===== src/rtl/div_clock_meter_if.sv =====
// Result/handshake bundle for div_clock_meter. The master (consumer) drives start,
// the expected counts and meas_ready; the slave (meter) drives the result.
interface div_clock_meter_if #(
  parameter int CNT_W = 16
);
  logic             start;
  logic [CNT_W-1:0] exp_high;
  logic [CNT_W-1:0] exp_low;
  logic             meas_ready;
  logic             meas_valid;
  logic [CNT_W-1:0] high_cnt;
  logic [CNT_W-1:0] low_cnt;
  logic [CNT_W:0]   period_cnt;
  logic             meas_ovf;
  logic             meas_err;
  logic             busy;

  modport master (
    output start, exp_high, exp_low, meas_ready,
    input  meas_valid, high_cnt, low_cnt, period_cnt, meas_ovf, meas_err, busy
  );

  modport slave (
    input  start, exp_high, exp_low, meas_ready,
    output meas_valid, high_cnt, low_cnt, period_cnt, meas_ovf, meas_err, busy
  );
endinterface


===== src/rtl/div_clock_meter.sv =====
// Measures high time, low time and period of a divided clock in clk_in cycles.
// Optional expected-count checker: define DIV_CLOCK_METER_CHECK_EN.
//
// state   | meaning
// IDLE    | waiting for start
// ARM     | waiting for a rising edge of sig_in
// MEAS_HI | counting high cycles
// MEAS_LO | counting low cycles
// DONE    | result held on meas_valid until meas_ready
module div_clock_meter #(
  parameter int CNT_W = 16
) (
  input  logic            clk_in,
  input  logic            rst,
  input  logic            sig_in,
  div_clock_meter_if.slave mif
);

  typedef enum logic [2:0] {
    IDLE    = 3'd0,
    ARM     = 3'd1,
    MEAS_HI = 3'd2,
    MEAS_LO = 3'd3,
    DONE    = 3'd4
  } state_t;

  localparam logic [CNT_W-1:0] ACC_MAX = '1;
  localparam logic [CNT_W-1:0] ACC_ONE = CNT_W'(1);

  state_t           state;
  state_t           state_nxt;
  logic             sig_d;
  logic             rise;
  logic             fall;
  logic [CNT_W-1:0] hi_acc;
  logic [CNT_W-1:0] hi_nxt;
  logic [CNT_W-1:0] lo_acc;
  logic [CNT_W-1:0] lo_nxt;
  logic             capture;
  logic             ovf_nxt;
  logic             err_calc;

  logic             valid_q;
  logic             busy_q;
  logic [CNT_W-1:0] high_q;
  logic [CNT_W-1:0] low_q;
  logic [CNT_W:0]   period_q;
  logic             ovf_q;
  logic             err_q;

  assign rise = sig_in & ~sig_d;
  assign fall = ~sig_in & sig_d;

  always_comb begin
    state_nxt = state;
    hi_nxt    = hi_acc;
    lo_nxt    = lo_acc;
    capture   = 1'b0;
    ovf_nxt   = 1'b0;
    case (state)
      IDLE: begin
        if (mif.start) state_nxt = ARM;
      end
      ARM: begin
        // lo_acc is cleared so a high-phase saturation reports a zero low count
        if (rise) begin
          hi_nxt    = ACC_ONE;
          lo_nxt    = '0;
          state_nxt = MEAS_HI;
        end
      end
      MEAS_HI: begin
        if (fall) begin
          lo_nxt    = ACC_ONE;
          state_nxt = MEAS_LO;
        end else if (hi_acc == ACC_MAX) begin
          ovf_nxt   = 1'b1;
          capture   = 1'b1;
          state_nxt = DONE;
        end else begin
          hi_nxt = hi_acc + ACC_ONE;
        end
      end
      MEAS_LO: begin
        if (rise) begin
          capture   = 1'b1;
          state_nxt = DONE;
        end else if (lo_acc == ACC_MAX) begin
          ovf_nxt   = 1'b1;
          capture   = 1'b1;
          state_nxt = DONE;
        end else begin
          lo_nxt = lo_acc + ACC_ONE;
        end
      end
      DONE: begin
        if (mif.meas_ready) state_nxt = IDLE;
      end
      default: state_nxt = IDLE;
    endcase
  end

`ifdef DIV_CLOCK_METER_CHECK_EN
  assign err_calc = (hi_acc != mif.exp_high) | (lo_acc != mif.exp_low) | ovf_nxt;
`else
  logic unused_exp;
  assign unused_exp = ^{mif.exp_high, mif.exp_low};
  assign err_calc   = 1'b0;
`endif

  always_ff @(posedge clk_in) begin
    if (!rst) begin
      state    <= IDLE;
      sig_d    <= 1'b0;
      hi_acc   <= '0;
      lo_acc   <= '0;
      valid_q  <= 1'b0;
      busy_q   <= 1'b0;
      high_q   <= '0;
      low_q    <= '0;
      period_q <= '0;
      ovf_q    <= 1'b0;
      err_q    <= 1'b0;
    end else begin
      state   <= state_nxt;
      sig_d   <= sig_in;
      hi_acc  <= hi_nxt;
      lo_acc  <= lo_nxt;
      valid_q <= (state_nxt == DONE);
      busy_q  <= (state_nxt != IDLE);
      if (capture) begin
        high_q   <= hi_acc;
        low_q    <= lo_acc;
        period_q <= {1'b0, hi_acc} + {1'b0, lo_acc};
        ovf_q    <= ovf_nxt;
        err_q    <= err_calc;
      end
    end
  end

  assign mif.meas_valid = valid_q;
  assign mif.busy       = busy_q;
  assign mif.high_cnt   = high_q;
  assign mif.low_cnt    = low_q;
  assign mif.period_cnt = period_q;
  assign mif.meas_ovf   = ovf_q;
  assign mif.meas_err   = err_q;

endmodule


===== src/flat_wrapper.sv =====
// flat-port wrapper written by rule: the top's interface ports become plain ports
module div_clock_meter_flat 
#(
  parameter int CNT_W = 16
)
  (clk_in, rst, sig_in, mif_start, mif_exp_high, mif_exp_low, mif_meas_ready, mif_meas_valid, mif_high_cnt, mif_low_cnt, mif_period_cnt, mif_meas_ovf, mif_meas_err, mif_busy);
  div_clock_meter_if #(.CNT_W(CNT_W)) mif_i ();
  input  logic clk_in;
  input  logic rst;
  input  logic sig_in;
  input wire logic [$bits(mif_i.start)-1:0] mif_start;
  input wire logic [$bits(mif_i.exp_high)-1:0] mif_exp_high;
  input wire logic [$bits(mif_i.exp_low)-1:0] mif_exp_low;
  input wire logic [$bits(mif_i.meas_ready)-1:0] mif_meas_ready;
  output wire logic [$bits(mif_i.meas_valid)-1:0] mif_meas_valid;
  output wire logic [$bits(mif_i.high_cnt)-1:0] mif_high_cnt;
  output wire logic [$bits(mif_i.low_cnt)-1:0] mif_low_cnt;
  output wire logic [$bits(mif_i.period_cnt)-1:0] mif_period_cnt;
  output wire logic [$bits(mif_i.meas_ovf)-1:0] mif_meas_ovf;
  output wire logic [$bits(mif_i.meas_err)-1:0] mif_meas_err;
  output wire logic [$bits(mif_i.busy)-1:0] mif_busy;
  assign mif_i.start = mif_start;
  assign mif_i.exp_high = mif_exp_high;
  assign mif_i.exp_low = mif_exp_low;
  assign mif_i.meas_ready = mif_meas_ready;
  assign mif_meas_valid = mif_i.meas_valid;
  assign mif_high_cnt = mif_i.high_cnt;
  assign mif_low_cnt = mif_i.low_cnt;
  assign mif_period_cnt = mif_i.period_cnt;
  assign mif_meas_ovf = mif_i.meas_ovf;
  assign mif_meas_err = mif_i.meas_err;
  assign mif_busy = mif_i.busy;
  div_clock_meter #(.CNT_W(CNT_W)) u_core (.clk_in(clk_in), .rst(rst), .sig_in(sig_in), .mif(mif_i));
endmodule

===== config.mk =====
export PLATFORM = sky130hd
export DESIGN_NAME = div_clock_meter_flat
export DESIGN_NICKNAME = d
export VERILOG_FILES = /design/src/rtl/div_clock_meter_if.sv /design/src/rtl/div_clock_meter.sv /design/src/flat_wrapper.sv
export SDC_FILE = /design/constraint.sdc
export NUM_CORES = 1
export LEC_CHECK = 0
export ABC_AREA = 0
export CAP_MARGIN = 20
export CORE_ASPECT_RATIO = 1.25
export CORE_UTILIZATION = 40
export DETAILED_ROUTE_END_ITERATION = 10
export PLACE_DENSITY = 0.65
export SLEW_MARGIN = 20
export SYNTH_ARGS = -nofsm -noshare
export SYNTH_HDL_FRONTEND = slang
export SYNTH_SLANG_ARGS = --single-unit

===== constraint.sdc =====
create_clock -name clk_in -period 2.91 [get_ports clk_in]
set_clock_uncertainty 0.05 [all_clocks]
set_input_delay 0.291 -clock clk_in [delete_from_list [all_inputs] [get_ports clk_in]]
set_output_delay 0.291 -clock clk_in [all_outputs]
set_load 0.005 [all_outputs]

==> flow_summary.json <==
{
  "grt_pass1_vias": 3661,
  "min_path_type": "reg2reg",
  "cts_max_path_buffers": 2,
  "yosysSeqAreaShare_pct": 40.66,
  "pre_cts_ws_ns": 0.3472,
  "endpoint_kind": "flop",
  "ios": 90,
  "syn_nets": 580,
  "required_ns": 3.08,
  "maxCapViolations": 0,
  "insertedDiodeCount": 0,
  "numPortBuffers": 56,
  "synth_top_cell_by_area": "dfxtp_1",
  "power_leakage_nw": 2.040,
  "post_drt_wl_per_cell_um": 14.80,
  "placedCellCount": 698,
  "die_x_um": 95.09,
  "post_cts_buffers": 0,
  "cts_buffers": 9,
  "final_core_util_pct": 50.62,
  "drive_gt1_share_pct": 6.540,
  "cts.repair.resized": 0,
  "synth-edff-count": 0,
  "area_delta_synth_final_pct": 23.39,
  "gr-total-overflow": 0,
  "drc": 0,
  "antenna_left": 0,
  "routabilityCongestion": 0.8635,
  "vdd_drop_max_v": 0.0002581,
  "vias_per_cell": 5.363,
  "fillerInstances": 992,
  "rows": 42,
  "status": "finished clean",
  "hpwl_um": 7703,
  "hold_viol": 0,
  "synth_top_area_share_pct": 40.66,
  "setup_viol": 0,
  "p_per_area_mw_per_mm2": 479.4,
  "fp.dieH_um": 118.4,
  "synth_cells": 524,
  "start_kind": "flop",
  "cp.arrival_ns": 2.78,
  "synthArstFlopShare_pct": 0,
  "yosys_warnings": 0,
  "start_util_pct": 41.02,
  "setup_ws_ns": 0.2980,
  "antenna_found_initial": 0,
  "critPathKind": "reg2reg",
  "drt_iter0_drc": 146,
  "nets": 633,
  "crit_fanout": 6,
  "final_cell_count_no_fill": 713,
  "num_vias": 3824,
  "clk_pin_slew_ns": 0.06,
  "synth_area_per_cell_um2": 8.269,
  "worstMarginPinSlew_ns": 0.6020,
  "ys.flop_type": "dfxtp_1",
  "clk_latency_ns": 0.35,
  "period_needed_ns": 2.612,
  "syn_area_mm2": 0.004333,
  "grt_max_degree": 39,
  "cts.sinks": 88,
  "core-area_mm2": 0.01056,
  "layout.area.seq_mm2": 0.001762,
  "ff2ff_setup_slack_ns": 0.30,
  "clock.fmax_mhz": 382.9,
  "slew_headroom_pct": 59.63,
  "drt-total-wl_um": 10550,
  "htreeDepth": 3,
  "synthTopCellsByArea": "dfxtp_1, nand2_1, a21oi_1, xor2_1, ha_1",
  "cts_tree": "yes",
  "tns_ns": 0,
  "hold_ws_ns": 0.3971,
  "slew_viol_final": 0,
  "cts_hold_buffers": 0,
  "root_buffer": "clkbuf_16",
  "dieArea_mm2": 0.01126,
  "grt_pass1_wl_um": 17630,
  "synth-seq-cells": 88,
  "drtPass1Iterations": 7,
  "multi_input_area_mm2": 0.002437,
  "synth_cell_types": 54,
  "fin_crit_sh_pct": 89.76,
  "grt_setup_unrepaired": "false",
  "grt_usage_pct": 20.11
}
-- metal layers --
layer	global-route usage [%]	up-vias	share of wire (%)
met3	4.569	17	3.9
met4	7.576	0	2.0
met2	33.53	77	50
li1	-	1935	-
met1	24.73	1795	44
met5	0	-	0
-- final timing paths --
path,startpoint,end,cells after the start
setup / recovery,u_core.lo_acc[0]$_SDFFE_PN0P_,u_core.mif.period_cnt[14]$_SDFFE_PN0P_,8
hold / removal,u_core.mif.low_cnt[8]$_SDFFE_PN0P_,u_core.mif.low_cnt[8]$_SDFFE_PN0P_,2
setup reg to reg,u_core.lo_acc[0]$_SDFFE_PN0P_,u_core.mif.period_cnt[14]$_SDFFE_PN0P_,8
hold reg to reg,u_core.mif.low_cnt[8]$_SDFFE_PN0P_,u_core.mif.low_cnt[8]$_SDFFE_PN0P_,2
-- synth_stat cells, types with 3 or more instances --
cell      number
xor2_1        29
nor3_1         5
a21oi_1       60
and2b_1        3
nand2_1      103
nor4b_1        3
clkbuf_1      17
nor2b_1        4
nand3_1       23
nand4_1       19
and3_1        10
a21o_1         9
and2_1         6
o211ai_1       4
a211oi_1       5
dfxtp_1       88
nor2_1        44
xnor2_1        7
or3_1          4
buf_2          4
and4_1         5
o21ai_0       15
inv_1          3
ha_1          18
-- cell type report --
class | count | area share (%)
repair buffers | 68 | 12.17
inverters | 3 | 0.2106
well taps | 132 | 3.089
flip-flops and latches | 88 | 32.95
multi-input cells | 407 | 45.59
clock inverters | 5 | 1.521
clock buffers | 10 | 4.470
-- registers in the layout, indices dropped and copies added, names as in the netlist --
signal / cells
u_core.mif.period_cnt: 17
u_core.hi_acc: 16
u_core.lo_acc: 16
u_core.mif.high_cnt: 16
u_core.mif.low_cnt: 16
u_core.state: 3
u_core.mif.busy: 1
u_core.mif.meas_ovf: 1
u_core.mif.meas_valid: 1
u_core.sig_d: 1
-- worst max-delay path: stages (launching register included) --
cell and delay [ns]:
dfxtp_1 0.37, ha_1 0.25, fa_1 0.43, a211oi_1 0.31, nor4_1 0.12, o311a_1 0.38, o32a_1 0.35, xnor2_1 0.14
a21oi_1 0.08
-- cells in the final DEF, fill, tap and decap left out, types with 2 or more instances in the layout --
cell type / netlist / layout
a21o_1: 9 / 9
a21oi_1: 60 / 60
nor3_1: 5 / 5
nor2_1: 44 / 44
clkdlybuf4s50_1: 0 / 56
bufinv_16: 0 / 2
clkbuf_16: 0 / 9
nand4_1: 19 / 19
and2b_1: 3 / 3
nor4b_1: 3 / 3
nand2_1: 103 / 103
o211ai_1: 4 / 4
nand4_2: 2 / 2
buf_4: 1 / 12
nand3_1: 23 / 23
xor2_1: 29 / 29
and2_1: 6 / 6
a31oi_1: 2 / 2
o21ai_0: 15 / 15
inv_1: 3 / 3
and3_1: 10 / 10
nand2b_1: 2 / 2
xnor2_1: 7 / 7
dfxtp_1: 88 / 88
or3_1: 4 / 4
and4_4: 2 / 2
and4_1: 5 / 5
ha_1: 18 / 18
nor2b_1: 4 / 4
a211oi_1: 5 / 5
or3b_1: 2 / 2
-- logic make-up after synthesis --
kind of cell    synth area share, %
xor+xnor                      7.277
flops                         40.66
simple gates                  27.75
fa+ha+maj                     5.660
compound gates                15.48
buf+inv                       3.090
other cells                 0.08655
-- through the flow --
step | cell area, um^2 | total power [mW]
2_1_floorplan | 4333 | 1.311
3_3_place_gp | 5026 | 1.341
3_5_place_dp | 5026 | 1.344
4_1_cts | 5346 | 2.590
5_1_grt | 5346 | 2.647
6_report | 5346 | 2.563
-- power breakdown --
part | total (mW) | switching [mW] | internal, mW
clock | 1.25 | 0.477 | 0.770
sequential | 1.22 | 0.0126 | 1.21
combinational | 0.0911 | 0.0594 | 0.0317
total | 2.56 | 0.549 | 2.01
No activity file was read; power rests on OpenSTA's default activity.
==> RTL change 1: new RTL, config.mk and constraints unchanged <==
`CNT_W` is set to 16 in 3 places; all go to 18.
--- a/src/rtl/div_clock_meter_if.sv
+++ b/src/rtl/div_clock_meter_if.sv
@@ -2,5 +2,5 @@
 // the expected counts and meas_ready; the slave (meter) drives the result.
 interface div_clock_meter_if #(
-  parameter int CNT_W = 16
+  parameter int CNT_W = 18
 );
   logic             start;
--- a/src/rtl/div_clock_meter.sv
+++ b/src/rtl/div_clock_meter.sv
@@ -9,5 +9,5 @@
 // DONE    | result held on meas_valid until meas_ready
 module div_clock_meter #(
-  parameter int CNT_W = 16
+  parameter int CNT_W = 18
 ) (
   input  logic            clk_in,
--- a/src/flat_wrapper.sv
+++ b/src/flat_wrapper.sv
@@ -2,5 +2,5 @@
 module div_clock_meter_flat 
 #(
-  parameter int CNT_W = 16
+  parameter int CNT_W = 18
 )
   (clk_in, rst, sig_in, mif_start, mif_exp_high, mif_exp_low, mif_meas_ready, mif_meas_valid, mif_high_cnt, mif_low_cnt, mif_period_cnt, mif_meas_ovf, mif_meas_err, mif_busy);
Ports: changed (5 resized); port bits go from 90 to 100. No check against the original RTL was run, so the function may have changed too.
==> RTL change 1 against the unedited design <==
Routed wire length grew 27%; final area up 15%; sequential cell count increased by 10; worst hold slack better by 2.9 ps; critical path depth stayed put; power up 5.7%; count of clock-buffer cells in the layout unchanged; sequential share of layout area fell by 1.1 points; final cell count grew 20%; setup slack worse by 32 ps; synthesized area increased by 16%; critical endpoint is now u_core.mif.period_cnt[12].
==> RTL change 1: results (changes against the unedited design) <==
stage	metric	value	unit	change
global_route	track_usage	22.00	%	was 20.11%
yosys	synth-compound-area-share	19.43	%	was 15.48%
yosys	synth_commonest_cells	113 x nand2_1, 98 x dfxtp_1, 74 x a21oi_1		was 103 x nand2_1, 88 x dfxtp_1, 60 x a21oi_1
layout	largest_reg_flops	19		was 17
global_route	grt_max_degree	35		was 39
worst_setup_path	arrival	2860	ps	was 2780 ps
drt	wl_met1	6046	um	was 4627 um
drt	dr.pass1.iters	5		was 7
drt	met2_length	6437	um	was 5309 um
outcome	status	completed		unchanged
global_route	grt_util_met2	36.16	%	was 33.53%
drt	drt_iter0_drc	232		was 146
drt	wl_per_cell	15.64	um	was 14.80 um
clock_tree	clockBufferDepth	2		unchanged
global_route	grt_use_met1	27.33	%	was 24.73%
yosys	synthXorXnorAreaFrac	5.245	%	was 7.277%
yosys	synth_area_leaders	dfxtp_1 39%, nand2_1 8.5%, a21oi_1 7.4%		was dfxtp_1 41%, nand2_1 8.9%, a21oi_1 6.9%
yosys	synthAdderAreaFrac	5.395	%	was 5.660%
yosys	synth_cell_types	58		was 54
power_and_ir_drop	leakage	0.002169	uW	was 0.002040 uW
sta	slew_headroom	47.25	%	was 59.63%
place	dp_hpwl	9964	um	was 7703 um
worst_setup_path	rrSetupSlack	270	ps	was 300 ps
global_route	met3_usage	4.158	%	was 4.569%
place	gp_congestion	0.9095		was 0.8635
global_route	grt_pass1_wl	22460	um	was 17630 um
drt	dr_wl_met3	490	um	was 407 um
hold_path	min_from	u_core.mif.high_cnt[3]		was u_core.mif.low_cnt[8]
hold_path	hold_end	u_core.mif.high_cnt[3]		was u_core.mif.low_cnt[8]
worst_setup_path	cp_max_fo	4		was 6
global_route	grt_pass1_vias	4657		was 3661
place	io_buffers	62		was 56
place	dp_slack	275.3	ps	was 347.2 ps
layout	nets	752		was 633
power_and_ir_drop	ir_drop	0.0002622	V	was 0.0002581 V
layout	drive_gt1_share	7.626	%	was 6.540%
yosys	yosysSeqAreaShare	39.16	%	was 40.66%
worst_setup_path	rr_endpoint	u_core.mif.period_cnt[12]		was u_core.mif.period_cnt[14]
==> RTL change 1: stage by stage <==
stage          util, %  instances  cell area (sq um)  hold WS, ps  total power (uW)
2_1_floorplan        -        627               5010        376.2              1473
3_3_place_gp     48.16        843               5857        391.7              1513
3_5_place_dp     48.16        843               5857        393.5              1516
4_1_cts          50.65        859               6160        404.2              2730
5_1_grt          50.65        859               6160        414.1              2796
6_report         50.65        859               6160        399.9              2710
==> RTL change 1: kinds of logic after synthesis <==
logic type                 after synthesis
xor gates and xnor gates                30
DFF                                     98
AOI/OAI and AO/OA                      157
and+or+nand+nor                        269
buffers and inverters                   50
adders and majority gates               21
muxes                                    1
other                                    1
==> RTL change 1: worst max path at each step <==
stage	from	endpoint	slack (ps)	cells after the start
6_report	u_core.lo_acc[0]	u_core.mif.period_cnt[12]	270	8
5_1_grt	u_core.lo_acc[0]	u_core.mif.period_cnt[12]	9	8
4_1_cts	u_core.lo_acc[0]	u_core.mif.period_cnt[12]	270	8
3_5_place_dp	sig_in	u_core.mif.period_cnt[16]	280	7
3_3_place_gp	sig_in	u_core.mif.period_cnt[16]	280	7
2_1_floorplan	u_core.lo_acc[0]	u_core.mif.period_cnt[12]	510	8
==> RTL change 1: area by class of cell <==
class                           count  area, sq um
Clock buffer                       10        229.0
Clock inverter                      6        73.82
Fill cell                        1194         6002
Inverter                           15        56.30
Multi-Input combinational cell    479         2825
Sequential cell                    98         1962
Tap cell                          164        205.2
Timing Repair Buffer               87        808.3
==> RTL change 1: report_power, final <==
group	leakage [uW]	switching [uW]	internal, uW
combinational	0.00124	83.6	44.9
sequential	0.000790	8.91	1350
clock	0.000141	546	678
total	0.00217	638	2070
==> RTL change 2: new RTL, config.mk and constraints unchanged <==
Without the edit above. The 5 states of `state_t` get a one-hot encoding in 5 bits.
--- a/src/rtl/div_clock_meter.sv
+++ b/src/rtl/div_clock_meter.sv
@@ -17,10 +17,10 @@
 );
 
-  typedef enum logic [2:0] {
-    IDLE    = 3'd0,
-    ARM     = 3'd1,
-    MEAS_HI = 3'd2,
-    MEAS_LO = 3'd3,
-    DONE    = 3'd4
+  typedef enum logic [4:0] {
+    IDLE    = 5'b00001,
+    ARM     = 5'b00010,
+    MEAS_HI = 5'b00100,
+    MEAS_LO = 5'b01000,
+    DONE    = 5'b10000
   } state_t;
 
Check against the original RTL: no difference found for any inputs over 10 cycles, from zero or initial values and one cycle with rst low; not proved beyond that.
==> RTL change 2 against the unedited design <==
Critical path depth up 1; final cell count up 3.6%; clock power down 5%; power down 3.0%; final area up 1.6%; routed wire length up 6.7%; setup slack better by 69 ps; synthesized area up 2.5%; sequential cell count up 2.
==> RTL change 2: results (changes against the unedited design) <==
stage	metric	value	unit	change
global_route	grt_max_degree	54		was 39
yosys	synth_cell_types	59		was 54
layout	drive_gt1_share	5.931	%	was 6.540%
yosys	synth_commonest_cells	111 x nand2_1, 90 x dfxtp_1, 60 x a21oi_1		was 103 x nand2_1, 88 x dfxtp_1, 60 x a21oi_1
worst_setup_path	reg2reg_from	u_core.hi_acc[0]		was u_core.lo_acc[0]
yosys	synth_area_leaders	dfxtp_1 41%, nand2_1 9.4%, a21oi_1 6.8%		was dfxtp_1 41%, nand2_1 8.9%, a21oi_1 6.9%
place	dpl.cell_count	723		was 698
power_and_ir_drop	switchingPower	538.8	uW	was 548.6 uW
drt	wirelength	11260	um	was 10550 um
power_and_ir_drop	pwr_density_cell	457.4	mW/mm^2	was 479.4 mW/mm^2
yosys	yosysSeqAreaShare	40.55	%	was 40.66%
hold_path	min_path_cells	2		unchanged
layout	nets	658		was 633
outcome	status	completed		unchanged
clock_tree	clkLatencyLatePin	350	ps	about the same
yosys	syn-num-nets	606		was 580
global_route	track_usage	21.12	%	was 20.11%
clock_tree	h-tree-depth	3		unchanged
worst_setup_path	rr_endpoint	u_core.mif.period_cnt[16]		was u_core.mif.period_cnt[14]
drt	drt_iter0_drc	254		was 146
sta	timing.hold.ws	400.9	ps	was 397.1 ps
global_route	grt_pass1_vias	3708		was 3661
clock_tree	cts_resized	0		unchanged
global_route	grt_pass1_wl	18560	um	was 17630 um
yosys	synthMuxAreaShare	0.6759	%	was 0%
hold_path	hold_class	reg -> reg		unchanged
yosys	synthXorXnorAreaFrac	4.731	%	was 7.277%
sta	tightest_slew	720.2	ps	was 602.0 ps
worst_setup_path	rrSetupSlack	370	ps	was 300 ps
yosys	post_synth.cell_area_avg	8.078	sq um	was 8.269 sq um
hold_path	min_from	u_core.mif.period_cnt[8]		was u_core.mif.low_cnt[8]
place	dp_hpwl	8134	um	was 7703 um
power_and_ir_drop	ir_drop	0.0002509	V	was 0.0002581 V
yosys	synth_edf_count	0		unchanged
layout	fill_cells	1062		was 992
power_and_ir_drop	power_clock	1190	uW	was 1250 uW
hold_path	hold_end	u_core.mif.period_cnt[8]		was u_core.mif.low_cnt[8]
place	placed_cell_area	0.005129	sq mm	was 0.005026 sq mm
global_route	antenna_found_initial	0		unchanged
worst_setup_path	worst-setup-path-type	reg -> reg		unchanged
yosys	synth-compound-area-share	17.69	%	was 15.48%
yosys	ys_async_sr_fraction	0	%	unchanged
worst_setup_path	crit_path_max_incr_delay	460	ps	was 430 ps
worst_setup_path	reg2regPathDepth	9		was 8
power_and_ir_drop	leakage	0.001913	uW	was 0.002040 uW
yosys	synth_top_flop_cell	dfxtp_1		unchanged
drt	vias	4062		was 3824
yosys	synthAdderAreaFrac	5.520	%	was 5.660%
worst_setup_path	slowest_stage	dfxtp_1		was fa_1
drt	viasPerCell	5.497		was 5.363
worst_setup_path	arrival	2760	ps	was 2780 ps
drt	dr.pass1.iters	5		was 7
place	gp_congestion	0.8757		was 0.8635
-- RTL change 2: cell type report --
cell class | instances | area (sq um) | area share (%)
Tap cell | 132 | 165.2 | 3.040
Timing Repair Buffer | 66 | 635.6 | 11.70
Sequential cell | 90 | 1802 | 33.16
Multi-Input combinational cell | 425 | 2489 | 45.81
Clock buffer | 11 | 242.7 | 4.468
Inverter | 10 | 37.54 | 0.6909
Clock inverter | 5 | 61.31 | 1.129
-- RTL change 2: per-stage QoR --
step | util [%] | worst slack [ps]
floorplan | - | 771.9
global placement | 47.84 | 407.0
detailed placement | 47.84 | 392.3
CTS | 50.68 | 368.8
global route | 50.68 | 148.7
finish | 50.68 | 366.6
-- RTL change 2: layer usage --
| metal | up-vias | track usage [%] | wire length [um] |
|---|---|---|---|
| met1 | 1899 | 28.04 | 5269 |
| met2 | 86 | 34.00 | 5419 |
| met5 | - | 0 | 0 |
| met3 | 15 | 3.549 | 364 |
| li1 | 2062 | - | - |
| met4 | 0 | 7.649 | 205 |
